===== config.mk =====
export PLATFORM = sky130hd
export DESIGN_NAME = mult_seq_ctrl
export DESIGN_NICKNAME = d
export VERILOG_FILES = /design/src/rtl/mult_seq_ctrl.sv
export SDC_FILE = /design/constraint.sdc
export NUM_CORES = 1
export LEC_CHECK = 0
export BUFFER_PORTS_ARGS = -buffer_cell sky130_fd_sc_hd__clkbuf_2
export CAP_MARGIN = 20
export CELL_PAD_IN_SITES_DETAIL_PLACEMENT = 1
export CELL_PAD_IN_SITES_GLOBAL_PLACEMENT = 1
export CORE_AREA = 2 2 39 41
export DETAILED_ROUTE_END_ITERATION = 16
export DIE_AREA = 0 0 41 43
export PLACE_DENSITY_LB_ADDON = 0.1
export REMOVE_ABC_BUFFERS = 1
export SYNTH_ARGS = -nofsm -noshare
export SYNTH_HDL_FRONTEND = slang
export SYNTH_SLANG_ARGS = --single-unit

===== constraint.sdc =====
create_clock -name clk -period 1.8 [get_ports clk]
set_input_delay 0.45 -clock clk [delete_from_list [all_inputs] [get_ports clk]]
set_output_delay 0.45 -clock clk [all_outputs]
set_load 0.02 [all_outputs]

===== src/rtl/mult_seq_ctrl.sv =====
// Sequencer for an 8x8 multiply built from four 4x4 partial products.
// Optional feature: define MULT_SEQ_CTRL_ERR_EN to trap a relaunch mid-operation in ERR.
module mult_seq_ctrl (
  input  logic       clk,
  input  logic       reset_a,
  input  logic       start,
  output logic [1:0] input_sel,
  output logic [1:0] shift_sel,
  output logic       clk_ena,
  output logic       sclr_n,
  output logic       done,
  output logic       err,
  output logic [2:0] state_out,
  output logic [1:0] count_out
);

  // Handshake: a rising edge on start launches one multiply; done stays high in
  // CALC_DONE with the product in the accumulator until start is seen low.
  typedef enum logic [2:0] {
    IDLE      = 3'd0,
    LSB       = 3'd1,
    MID       = 3'd2,
    MSB       = 3'd3,
    CALC_DONE = 3'd4,
    ERR       = 3'd5
  } state_t;

  state_t     state;
  state_t     state_nxt;
  logic [1:0] count;
  logic [1:0] count_nxt;
  logic       start_q;
  logic       start_rise;

  assign start_rise = start & ~start_q;
  assign state_out  = state;
  assign count_out  = count;

  always_ff @(posedge clk or posedge reset_a) begin
    if (reset_a) begin
      state   <= IDLE;
      count   <= 2'd0;
      start_q <= 1'b0;
    end else begin
      state   <= state_nxt;
      count   <= count_nxt;
      start_q <= start;
    end
  end

  always_comb begin
    state_nxt = state;
    count_nxt = count;
    input_sel = 2'b00;
    shift_sel = 2'b00;
    clk_ena   = 1'b0;
    sclr_n    = 1'b1;
    done      = 1'b0;
    err       = 1'b0;

    case (state)
      IDLE: begin
        // Clear the accumulator in the same cycle the launch is accepted.
        sclr_n    = ~start_rise;
        count_nxt = 2'd0;
        if (start_rise) begin
          state_nxt = LSB;
        end
      end
      LSB: begin
        clk_ena   = 1'b1;
        state_nxt = MID;
        count_nxt = 2'd1;
      end
      MID: begin
        input_sel = (count == 2'd1) ? 2'b01 : 2'b10;
        shift_sel = 2'b01;
        clk_ena   = 1'b1;
        if (count >= 2'd2) begin
          state_nxt = MSB;
          count_nxt = 2'd3;
        end else begin
          count_nxt = count + 2'd1;
        end
      end
      MSB: begin
        input_sel = 2'b11;
        shift_sel = 2'b10;
        clk_ena   = 1'b1;
        state_nxt = CALC_DONE;
        count_nxt = 2'd3;
      end
      CALC_DONE: begin
        done = 1'b1;
        if (!start) begin
          state_nxt = IDLE;
          count_nxt = 2'd0;
        end
      end
`ifdef MULT_SEQ_CTRL_ERR_EN
      ERR: begin
        err = 1'b1;
        if (!start) begin
          state_nxt = IDLE;
          count_nxt = 2'd0;
        end
      end
`endif
      default: begin
        // Illegal codes (and ERR when the trap is not built) recover to IDLE.
        state_nxt = IDLE;
        count_nxt = 2'd0;
      end
    endcase

`ifdef MULT_SEQ_CTRL_ERR_EN
    if (start_rise && (state == LSB || state == MID || state == MSB)) begin
      state_nxt = ERR;
    end
`endif
  end

endmodule

==> flow_summary.yaml, run 1 <==
floorplanning:
  io-pin-count: 16
  core_area_um2: 1384
  fp.dieH_um: 43
  die_x_um: 41
  die-area_um2: 1763
  start_util: 0.2459
  rows: 14
power_and_ir_drop:
  irDropWorstVdd_mv: 0.6766
  internal-power_w: 0.0004506
  p_comb_frac: 0.576
  swShare: 0.5188
  power_switching_w: 0.0004858
  total_power_w: 0.0009364
  powerDensity_nw_per_um2: 2150
  p_leak_nw: 0.2212
  power.share.clock: 0.126
  seqPwrFrac: 0.299
place:
  placed_cells: 65
  dp_worst_setup_slack_ps: 317.7
  io_buffers: 14
  hpwlAfterDp_um: 667.8
  place_congestion: 0.6649
synth:
  synth-xor-area-share: 0.02574
  yosysMostFrequentCell: "dfrtp_1"
  synth-edff-count: 0
  synth_top_family_by_area: "simple AND/OR/NAND/NOR gates"
  yosysSeqAreaShare: 0.4412
  syn_inst: 38
  yosys.area_share.simple: 0.3199
  synth_area_per_cell_um2: 8.956
  yosysTopAreaCell: "dfrtp_1"
  synthTopCellsByCount: "dfrtp_1, nor2_1, a21oi_1"
  ys_top_cells_by_area: "dfrtp_1, nor2_1, a21oi_1, buf_4, nor3b_1"
  synth_compound_area_frac: 0.1066
  ys.flop_type: "dfrtp_1"
  synthMuxAreaShare: 0
  ys_async_sr_fraction: 1.000
  synth-seq-cells: 6
  post-synth-top-area-fraction: 0.4412
  ys_types: 21
  ys.warnings.count: 0
  synth_fa_ha_area_frac: 0
  syn_area_um2: 340.3
sta:
  layout_min_cycle_time_ps: 1731
  slew_violations: 0
  setup_ws_ps: 69.41
  setup_viol: 0
  fmax_ghz: 0.5778
  hold_viol: 0
  period_share: 0.9614
  fin_skew_ps: 0.4058
  setup_tns_ps: 0
  rsz0062_at_grt: "yes"
clocking:
  cts_buffers: 3
  clockBufferDepth: 2
  cts_root_buf: "clkbuf_4"
  tritoncts: "done"
  cts_sinks: 6
  hold_buffers: 0
  cts_max_level: 1
  clkLatencyLatePin_ps: 240
  cts.clk_slew.worst_paths_ps: 40
drt:
  drt-wirelength-per-cell_um: 11.81
  drt_iter0_drc: 0
  drtAntennaViolNets: 0
  drt_pass1_iterations: 1
  vias: 304
  wl_um: 803
  post-route-drc-count: 0
  via_per_inst: 4.471
worst_setup_path:
  cp_max_fo: 8
  crit_chain: "nor2_2, and2_1, clkbuf_2"
  cp_top_family: "flip-flops"
  r2r_slack_ps: 740
  start_kind: "register"
  max_stage_delay_ps: 470
  crit_slowest_cell: "dfrtp_1"
  cp-end-kind: "output port"
  crit_type: "register to output port"
  critPathArrivalTime_ps: 1280
  critPathBufInv: 1
  required_ps: 1350
min_path:
  min_path_type: "primary input to async pin"
finish:
  diodes: 0
  fin_cells: 68
  drive_above_1_share: 0.4231
  nFillCells: 175
  nets: 57
  synthToLayoutAreaGrowth_pct: 27.94
global_routing:
  grt_pass1_wl_um: 1331
  grt_usage: 0.1175
  first_global_vias: 303
  grt_max_degree: 10
  grt_overflow_total: 0
  antenna_found_initial: 0
flow_run:
  drv_cap: 0
outcome:
  outcome: "finished, final reports clean"
flip-flops by register name (all words and copies together), names as in the netlist:
signal / count
start_q: 1
count_out: 2
state_out: 3
area by class of cell:
cell class	count	area [µm²]	area share
timing repair buffer	15	77.57	0.1782
sequential	6	150.1	0.3448
inverter	2	7.507	0.01724
tap	16	20.02	0.04598
multi-input combinational	26	157.7	0.3621
clock buffer	3	22.52	0.05172
power by group through the flow:
stage / Combinational, W / Clock [W] / Sequential (W)
after global routing: 0.000598 / 0.000136 / 0.000296
after global placement: 0.000540 / 0 / 0.000277
after detailed placement: 0.000547 / 0 / 0.000285
after floorplan: 0.000299 / 0 / 0.000331
after CTS: 0.000548 / 0.000124 / 0.000283
final: 0.000539 / 0.000118 / 0.000280
worst register-to-register path: cells and delay by family, from the launching register on:
family,cells,cell delay (ps)
DFF,1,470
AOI/OAI and AO/OA,1,110
and+or+nand+nor,2,380
layout by cell type (no fill, tap or decap), types with 2 or more instances in the layout:
cell / instances
inv_1: 2
clkbuf_2: 13
nand2_1: 2
nor2_1: 5
clkbuf_4: 3
dfrtp_1: 6
nand4_1: 2
nor3b_1: 2
a21oi_1: 3
cells by family (layout without fill, tap and decap cells):
logic type	after synthesis	count (layout)
simple gates	18	18
compound gates	6	6
flops	6	6
other cells	1	1
buf+inv	6	20
xor+xnor	1	1
repair_timing:
item,4_1_cts,5_1_grt
gates resized for setup,0,1
buffers inserted,0,0
endpoints found under the setup margin,0,2
metal layers:
| metal | vias to the layer above | track usage | routed length [µm] |
|---|---|---|---|
| li1 | 151 | - | - |
| met1 | 139 | 0.1391 | 367 |
| met2 | 14 | 0.1656 | 372 |
| met3 | 0 | 0.03141 | 63 |
| met4 | 0 | 0.1000 | 0 |
| met5 | - | 0 | 0 |
worst paths after layout:
check	cells past startpoint	from	endpoint
max	3	state_out[1]	done
min	2	reset_a	state_out[1]
max reg2reg	3	state_out[1]	count_out[0]
min reg2reg	1	state_out[2]	state_out[0]
max in group asynchronous	2	reset_a	count_out[0]
min in group clk	1	start	start_q
through the flow:
step           hold WS (ps)  cell area [µm²]    util
2_1_floorplan         241.0            315.3       -
3_3_place_gp          344.5            412.9  0.2984
3_5_place_dp          350.9            412.9  0.2984
4_1_cts               92.29            435.4  0.3146
5_1_grt               109.2            435.4  0.3146
6_report              92.23            435.4  0.3146
No activity file was read; power rests on OpenSTA's default activity.
==> run 2: changes to the inputs <==
--- a/config.mk
+++ b/config.mk
@@ -10,10 +10,10 @@
 export CELL_PAD_IN_SITES_DETAIL_PLACEMENT = 1
 export CELL_PAD_IN_SITES_GLOBAL_PLACEMENT = 1
 export CORE_AREA = 2 2 39 41
+export CTS_BUF_LIST = sky130_fd_sc_hd__clkbuf_8
 export DETAILED_ROUTE_END_ITERATION = 16
 export DIE_AREA = 0 0 41 43
 export PLACE_DENSITY_LB_ADDON = 0.1
-export REMOVE_ABC_BUFFERS = 1
 export SYNTH_ARGS = -nofsm -noshare
 export SYNTH_HDL_FRONTEND = slang
 export SYNTH_SLANG_ARGS = --single-unit
==> run 2 against run 1 <==
Non-clock buffer count unchanged. Critical path type unchanged. Power up 12%. Sequential share of layout area down 1.4 points. Highest routed layer is now met4. Largest cell class unchanged. Hold slack better by 22 ps.
==> flow_summary.yaml, run 2 (same netlist as run 1, synthesis figures left out) <==
drt:
  post-route-drc-count: 0
  vias: 318
  drt-wirelength-per-cell_um: 12.56
  drt_iter0_drc: 4
  drt_pass1_iterations: 2
  drtAntennaViolNets: 0
  via_per_inst: 4.676
  wl_um: 854
clocking:
  cts_root_buf: "clkbuf_8"
  cts_max_level: 1
  cts.clk_slew.worst_paths_ps: 40
  cts_sinks: 6
  cts_buffers: 3
  hold_buffers: 0
  cts_setup_buffers: 0
  clkLatencyLatePin_ps: 230
  cts_resized: 0
  clockBufferDepth: 2
  tritoncts: "done"
finish:
  final_common_cell: "clkbuf_2"
  diodes: 0
  nets: 57
  synthToLayoutAreaGrowth_pct: 35.66
  drive_above_1_share: 0.4615
  largest_register_ffs: 3
  finish.utilization: 0.3336
  final_cell_mix: "clkbuf_2, nor2_1, dfrtp_1"
global_routing:
  grt_overflow_total: 0
  first_global_vias: 277
  grt_max_degree: 13
  grt_usage: 0.1231
  grt_pass1_wl_um: 1345
  antenna_found_initial: 0
sta:
  rsz0062_at_grt: "no"
  layout_min_cycle_time_ps: 1737
  fin_skew_ps: 3.294
  period_share: 0.9650
  setup_viol: 0
  slew_violations: 0
  fmax_ghz: 0.5757
  setup_tns_ps: 0
  hold_ws_ps: 114.0
  hold_viol: 0
power_and_ir_drop:
  p_comb_frac: 0.519
  swShare: 0.4916
  irDropWorstVdd_mv: 0.7811
  power.share.clock: 0.201
  p_leak_nw: 0.2265
  powerDensity_nw_per_um2: 2272
  seqPwrFrac: 0.280
  power_switching_w: 0.0005157
  internal-power_w: 0.0005334
worst_setup_path:
  critPathArrivalTime_ps: 1290
  cp-end-kind: "output port"
  worstReg2RegStart: "state_out[1]"
  required_ps: 1350
  cp_max_fo: 12
  crit_start: "state_out[2]"
  start_kind: "register"
  crit_type: "register to output port"
floorplanning:
  rows: 14
  fp.dieH_um: 43
  io-pin-count: 16
  die-area_um2: 1763
  core_area_um2: 1384
  die_x_um: 41
  start_util: 0.2459
min_path:
  min_path_type: "primary input to async pin"
place:
  io_buffers: 14
  place_congestion: 0.7435
  hpwlAfterDp_um: 649
flow_run:
  drv_cap: 0
outcome:
  outcome: "finished, final reports clean"
synth:
  syn_nets: 41
## run 2: layer usage
| metal | global-route usage | wire (µm) | up-vias |
|---|---|---|---|
| met5 | 0 | 0 | - |
| met4 | 0.1000 | 22 | 0 |
| met3 | 0.06283 | 79 | 2 |
| met2 | 0.1344 | 350 | 16 |
| met1 | 0.1699 | 402 | 150 |
| li1 | - | - | 150 |
## run 2: critical path: stages (launching register included)
cell and delay (ps):
dfrtp_2 480, nand2b_2 250, a21oi_1 140, clkbuf_2 190
## run 2: area by class of cell
| type | count | area, µm² |
|---|---|---|
| Inverter | 2 | 7.507 |
| Multi-Input combinational cell | 26 | 162.7 |
| Sequential cell | 6 | 152.6 |
| Timing Repair Buffer | 15 | 77.57 |
| Clock buffer | 3 | 41.29 |
| Fill cell | 174 | 922.1 |
| Tap cell | 16 | 20.02 |
## run 2: power by group through the flow
stage	Combinational [W]	Sequential [W]	Clock (W)
floorplan	0.000356	0.000298	0
global placement	0.000538	0.000281	0
detailed placement	0.000543	0.000286	0
CTS	0.000549	0.000285	0.000218
global route	0.000591	0.000306	0.000227
finish	0.000545	0.000294	0.000211
## run 2: final timing paths
| kind | endpoint | cells past startpoint | slack (ps) |
|---|---|---|---|
| min in group clk | start_q | 1 | 420 |
| worst min register to register | count_out[1] | 2 | 570 |
| max in group asynchronous | state_out[0] | 2 | 1470 |
| worst max-delay path | input_sel[0] | 3 | 60 |
| worst max register to register | state_out[0] | 4 | 730 |
| worst min-delay path | state_out[1] | 2 | 110 |
## run 2: metrics by stage
stage,cells,total power [W],cell area [µm²],worst slack (ps)
final,68,0.001049,461.7,62.98
after global routing,68,0.001124,461.7,12.87
after CTS,68,0.001052,454.2,0.9418
after detailed placement,65,0.0008289,412.9,270.3
after global placement,65,0.0008187,412.9,301.4
after floorplan,38,0.0006541,340.3,247.9
